--- config.mk ---
export PLATFORM = sky130hd
export DESIGN_NAME = vc_credit_tracker
export DESIGN_NICKNAME = d
export VERILOG_FILES = /design/src/rtl/vc_credit_tracker.sv
export SDC_FILE = /design/constraint.sdc
export NUM_CORES = 1
export LEC_CHECK = 0
export CAP_MARGIN = 20
export CORE_MARGIN = 3
export CORE_UTILIZATION = 34
export DETAILED_ROUTE_END_ITERATION = 10
export GPL_TIMING_DRIVEN = 0
export SYNTH_ARGS = -nofsm -noshare
export SYNTH_HDL_FRONTEND = slang
export SYNTH_SLANG_ARGS = --single-unit
--- constraint.sdc ---
create_clock -name clk -period 3.8 [get_ports clk]
set_input_delay 0.76 -clock clk [delete_from_list [all_inputs] [get_ports clk]]
set_output_delay 0.76 -clock clk [all_outputs]
set_load 0.03 [all_outputs]
--- src/rtl/vc_credit_tracker.sv ---
// Per-output-port, per-VC credit counters with VC occupancy tracking.
// Produces registered blocked/free vectors, indexed p*NV+v, plus a sticky protocol-error flag.
module vc_credit_tracker #(
  parameter int NP        = 5,
  parameter int NV        = 4,
  parameter int BUF_DEPTH = 4,
  parameter int CNT_W     = 3
) (
  input  logic                  clk,
  input  logic                  rst,
  input  logic                  flit_sent,
  input  logic [NP-1:0]         flit_port,
  input  logic [NV-1:0]         flit_vc,
  input  logic                  flit_tail,
  input  logic [NP-1:0]         credit_valid,
  input  logic [NP*NV-1:0]      credit_vc,
  input  logic [NP*NV-1:0]      vc_alloc,
  output logic [NP*NV-1:0]      vc_blocked,
  output logic [NP*NV-1:0]      vc_free,
  output logic [NP*NV*CNT_W-1:0] credit_count,
  output logic                  error
);

  localparam int N = NP * NV;
  localparam logic [CNT_W-1:0] FULL = CNT_W'(BUF_DEPTH);

  function automatic logic onehot_p(input logic [NP-1:0] x);
    return (x != '0) && ((x & (x - NP'(1))) == '0);
  endfunction

  function automatic logic onehot_v(input logic [NV-1:0] x);
    return (x != '0) && ((x & (x - NV'(1))) == '0);
  endfunction

  // VC state per entry: FREE (free=1), BUSY (free=0, pend=0), DRAINING (free=0, pend=1).
  logic [CNT_W-1:0] cnt_q [N];
  logic [CNT_W-1:0] cnt_d [N];
  logic [N-1:0]     blk_q, blk_d;
  logic [N-1:0]     free_q, free_d;
  logic [N-1:0]     pend_q, pend_d;
  logic             err_q, err_d;

  logic             send_ok;
  logic [NP-1:0]    credit_ok;
  logic [N-1:0]     dec, inc;

  // Malformed sends and credits are dropped before they reach any counter.
  always_comb begin
    send_ok = flit_sent && onehot_p(flit_port) && onehot_v(flit_vc);
    for (int p = 0; p < NP; p++) begin
      credit_ok[p] = credit_valid[p] && onehot_v(credit_vc[p*NV +: NV]);
    end
    for (int p = 0; p < NP; p++) begin
      for (int v = 0; v < NV; v++) begin
        dec[p*NV+v] = send_ok && flit_port[p] && flit_vc[v];
        inc[p*NV+v] = credit_ok[p] && credit_vc[p*NV+v];
      end
    end
  end

  always_comb begin
    err_d = err_q;
    if (flit_sent && !send_ok) err_d = 1'b1;
    for (int p = 0; p < NP; p++) begin
      if (credit_valid[p] && !credit_ok[p]) err_d = 1'b1;
    end
    for (int i = 0; i < N; i++) begin
      cnt_d[i]  = cnt_q[i];
      free_d[i] = free_q[i];
      pend_d[i] = pend_q[i];
      if (dec[i] && !inc[i]) begin
        if (cnt_q[i] == '0) err_d = 1'b1;
        else cnt_d[i] = cnt_q[i] - CNT_W'(1);
      end else if (inc[i] && !dec[i]) begin
        if (cnt_q[i] == FULL) err_d = 1'b1;
        else cnt_d[i] = cnt_q[i] + CNT_W'(1);
      end
      if (dec[i] && free_q[i]) err_d = 1'b1;
      if (free_q[i]) begin
        if (vc_alloc[i]) free_d[i] = 1'b0;
      end else begin
        if (vc_alloc[i]) err_d = 1'b1;
        // Release only once the tail is gone and every slot has been credited back.
        if (pend_q[i]) begin
          if (cnt_d[i] == FULL) begin
            free_d[i] = 1'b1;
            pend_d[i] = 1'b0;
          end
        end else if (dec[i] && flit_tail) begin
          if (cnt_d[i] == FULL) free_d[i] = 1'b1;
          else pend_d[i] = 1'b1;
        end
      end
      blk_d[i] = (cnt_d[i] == '0);
    end
  end

  always_ff @(posedge clk) begin
    if (rst) begin
      for (int i = 0; i < N; i++) cnt_q[i] <= FULL;
      blk_q  <= '0;
      free_q <= '1;
      pend_q <= '0;
      err_q  <= 1'b0;
    end else begin
      for (int i = 0; i < N; i++) cnt_q[i] <= cnt_d[i];
      blk_q  <= blk_d;
      free_q <= free_d;
      pend_q <= pend_d;
      err_q  <= err_d;
    end
  end

  assign vc_blocked = blk_q;
  assign vc_free    = free_q;
  assign error      = err_q;

  for (genvar g = 0; g < N; g++) begin : g_cnt
    assign credit_count[g*CNT_W +: CNT_W] = cnt_q[g];
  end

endmodule

==> out/qor.txt <==
TIMING
----------------------------------------------------------------------------------------------------
Setup repair after global routing missed its margin ...................................        false
Upper clock frequency limit ...........................................................    0.281 GHz
Largest clock skew in the final design ................................................   0.00797 ns
Slew headroom .........................................................................        0.395
Setup violations, final ...............................................................            0
Minimum setup slack in the final design ...............................................     0.247 ns
Slew Viols, Final .....................................................................            0
Period minus WS final .................................................................      3.55 ns
Transition time at the pin with the least slew margin .................................     0.907 ns
Hold Slack ............................................................................     0.453 ns
Portion of the clock cycle consumed by the worst path in the final layout .............        0.935
Number of failing hold endpoints at the final stage ...................................            0

PLACEMENT
----------------------------------------------------------------------------------------------------
Post-placement cell area ..............................................................    11300 µm²
Minimum setup slack after placement ...................................................    -0.302 ns
HPWL Detailed .........................................................................      25.0 mm
# port buffers ........................................................................          149
Placer Congestion .....................................................................        0.950

LOGIC SYNTHESIS
----------------------------------------------------------------------------------------------------
Synth Area in Compound Gates ..........................................................        0.257
Xor/xnor cell area share of the yosys netlist .........................................       0.0299
Combinational family with the most area after synthesis ............................... simple AND/OR/NAND/NOR gates
Fraction of the yosys area taken by sequential cells ..................................        0.258
Syn nets ..............................................................................         1288
Number of warnings printed during yosys synthesis .....................................            0
Mapped Area ...........................................................................     9380 µm²
Number of unique standard cell types used by synthesis ................................          102
Synthesized instance count ............................................................         1170
Dominant register cell in the synthesized netlist .....................................      dfxtp_1
Proportion of synthesized flip-flops having asynchronous set or reset .................            0
Most common cell in the netlist .......................................................      dfxtp_1
Post-synth top area share .............................................................        0.258
Top area cells in the synthesized netlist ............................................. dfxtp_1 (26%), ha_1 (8.0%), a21oi_1 (4.6%), nor2_1 (3.9%), nand2_1 (3.6%)
Syn Area/Cell .........................................................................     8.02 µm²
Share of synthesized cell area in full adder, half adder and majority cells ...........       0.0800
Share of cell area taken by muxes after synthesis .....................................       0.0251
Most frequent cells after synthesis ................................................... dfxtp_1 (121), nor2_1 (98), nand2_1 (91)
Simple-Gate Fraction of Synth Area ....................................................        0.289
Yosys top cell by area ................................................................      dfxtp_1
Number of synthesized flops with an enable pin ........................................            0
Seq cells post-synth ..................................................................          121

DRT
----------------------------------------------------------------------------------------------------
Average wire per standard cell ........................................................      19.2 µm
DRT iter0 DRCs ........................................................................          760
Total vias in the final route .........................................................         9660
Detailed-route DRC error count ........................................................            0
Total Wirelength ......................................................................      32.5 mm
Remaining antenna violation count .....................................................            0
Number of iterations in the first detailed-routing pass ...............................            5
Via density ...........................................................................         5.71

CLOCKING
----------------------------------------------------------------------------------------------------
Clk root buf ..........................................................................    clkbuf_16
TritonCTS clock tree ..................................................................         done
Clock sink count ......................................................................          121
Buffer levels on the longest clock path ...............................................            2
CTS H-tree lvls .......................................................................            4
Clock-pin slew reported for the worst setup and hold paths after clock tree synthesis .      0.06 ns
Total clock buffers created by CTS ....................................................           17
Later-pin clock latency in the skew report ............................................      0.43 ns

DIE
----------------------------------------------------------------------------------------------------
Floorplan die area ....................................................................    29600 µm²
Std-Cell Rows .........................................................................           60
Horizontal extent of the die ..........................................................       172 µm
Floorplan Core Area ...................................................................    27000 µm²
Starting Density ......................................................................        0.347
Top Ports .............................................................................          159
DIE HEIGHT ............................................................................       172 µm

CELLS AND AREA
----------------------------------------------------------------------------------------------------
Final #Nets ...........................................................................         1456
Share of cells above drive strength 1 .................................................       0.0903
Final-layout fill cell count ..........................................................         2681
Finished layout cell area .............................................................    12000 µm²
Post-Route Utilization ................................................................        0.443
Sequential cell area ..................................................................     2420 µm²
Footprint of the multi-input gates ....................................................     6380 µm²
# diodes ..............................................................................            0
Synthesis-to-finish area growth .......................................................        27.6%

RUN
----------------------------------------------------------------------------------------------------
Total of max-cap violations ...........................................................            0

WORST SETUP PATH
----------------------------------------------------------------------------------------------------
Worst Path Class, Setup ............................................................... primary input to flop
Required time at the worst-slack endpoint .............................................      4.15 ns
Critical path startpoint category ..................................................... primary input
Kind of end point of the critical path ................................................         flop
Worst endpoint data arrival time ......................................................      3.90 ns
Max Fanout on Critical Path ...........................................................           10

POWER AND IR DROP
----------------------------------------------------------------------------------------------------
Leakage dissipation ...................................................................      4.58 nW
Post-layout total power ...............................................................      3.68 mW
Power per cell area ...................................................................   308 nW/µm²
VDD IR max ............................................................................     0.230 mV

GLOBAL ROUTING
----------------------------------------------------------------------------------------------------
Global-route wire length before repair ................................................      49.2 mm
Grt ovf ...............................................................................            0
Largest net degree at the start of global routing .....................................           17
Initial antenna violation count .......................................................            0
Number of global-route vias before repair .............................................         8777
Total routing resource utilization after global routing ...............................        0.215

WORST HOLD PATH
----------------------------------------------------------------------------------------------------
Type of the worst min-delay path ...................................................... flop to flop

RUN STATUS
----------------------------------------------------------------------------------------------------
Outcome ............................................................................... finished clean

repair_timing:
item	in CTS	in global routing
hold buffers	0	0
setup buffers	0	0
resized for setup	0	1
endpoints found under the hold margin	0	0
setup endpoints to repair	0	1
state kept, by name, summed over array words and instances (netlist names):
register	flops
error	1
pend_q	20
cnt_q	60
vc_free	20
vc_blocked	20
worst max-delay path: stages:
cell	delay, ns
clkdlybuf4s50_1	0.52
clkbuf_1	0.28
a211o_1	0.33
nor2_1	0.43
a41oi_1	0.33
a2bb2oi_1	0.24
o311ai_0	0.48
nand2_1	0.26
o31ai_1	0.26
worst paths after layout:
check / endpoint / cells after the start / slack (ns) / start
max: vc_free[18] / 9 / 0.25 / flit_vc[1]
min: pend_q[18] / 2 / 0.45 / pend_q[18]
max reg2reg: pend_q[19] / 8 / 1.23 / cnt_q[4][9]
min reg2reg: pend_q[18] / 2 / 0.45 / pend_q[18]
cells in the final DEF, fill, tap and decap left out, types with 27 or more instances in the layout:
cell	instances
dfxtp_1	121
clkdlybuf4s50_1	149
inv_1	79
nand2_1	91
nor2_1	98
clkbuf_1	28
nand3_1	29
a21oi_1	87
ha_1	60
nand4_1	27
o21ai_0	60
logic make-up after synthesis:
logic type | count (synthesis)
and+or+nand+nor | 468
muxes | 18
DFF | 121
adders and majority gates | 60
buffers and inverters | 133
AOI/OAI and AO/OA | 338
xor gates and xnor gates | 32
where the power goes:
part           internal [mW]  switching (mW)
clock network           1.21           0.667
logic                  0.182           0.292
registers               1.29          0.0452
total                   2.68            1.00
final cells by class:
type,count,area share
clock inverter,13,0.0181
clock buffer,19,0.0378
buffer,54,0.0236
timing repair buffer,149,0.125
sequential,121,0.202
inverter,79,0.0248
tap,341,0.0357
multi-input combinational,916,0.533
stage by stage:
step	cells	setup TNS, ns
2_1_floorplan	1170	0
3_3_place_gp	1660	-0.604
3_5_place_dp	1660	-0.559
4_1_cts	1692	0
5_1_grt	1692	0
6_report	1692	0
routing by layer:
layer  up-vias  global-route usage  wire length [µm]
met1      4635               0.286             14900
met5         -                   0                 0
li1       4686                   -                 -
met4         0              0.0566               591
met3        38              0.0430              1890
met2       301               0.356             15100
(Power assumes the default switching activity.)
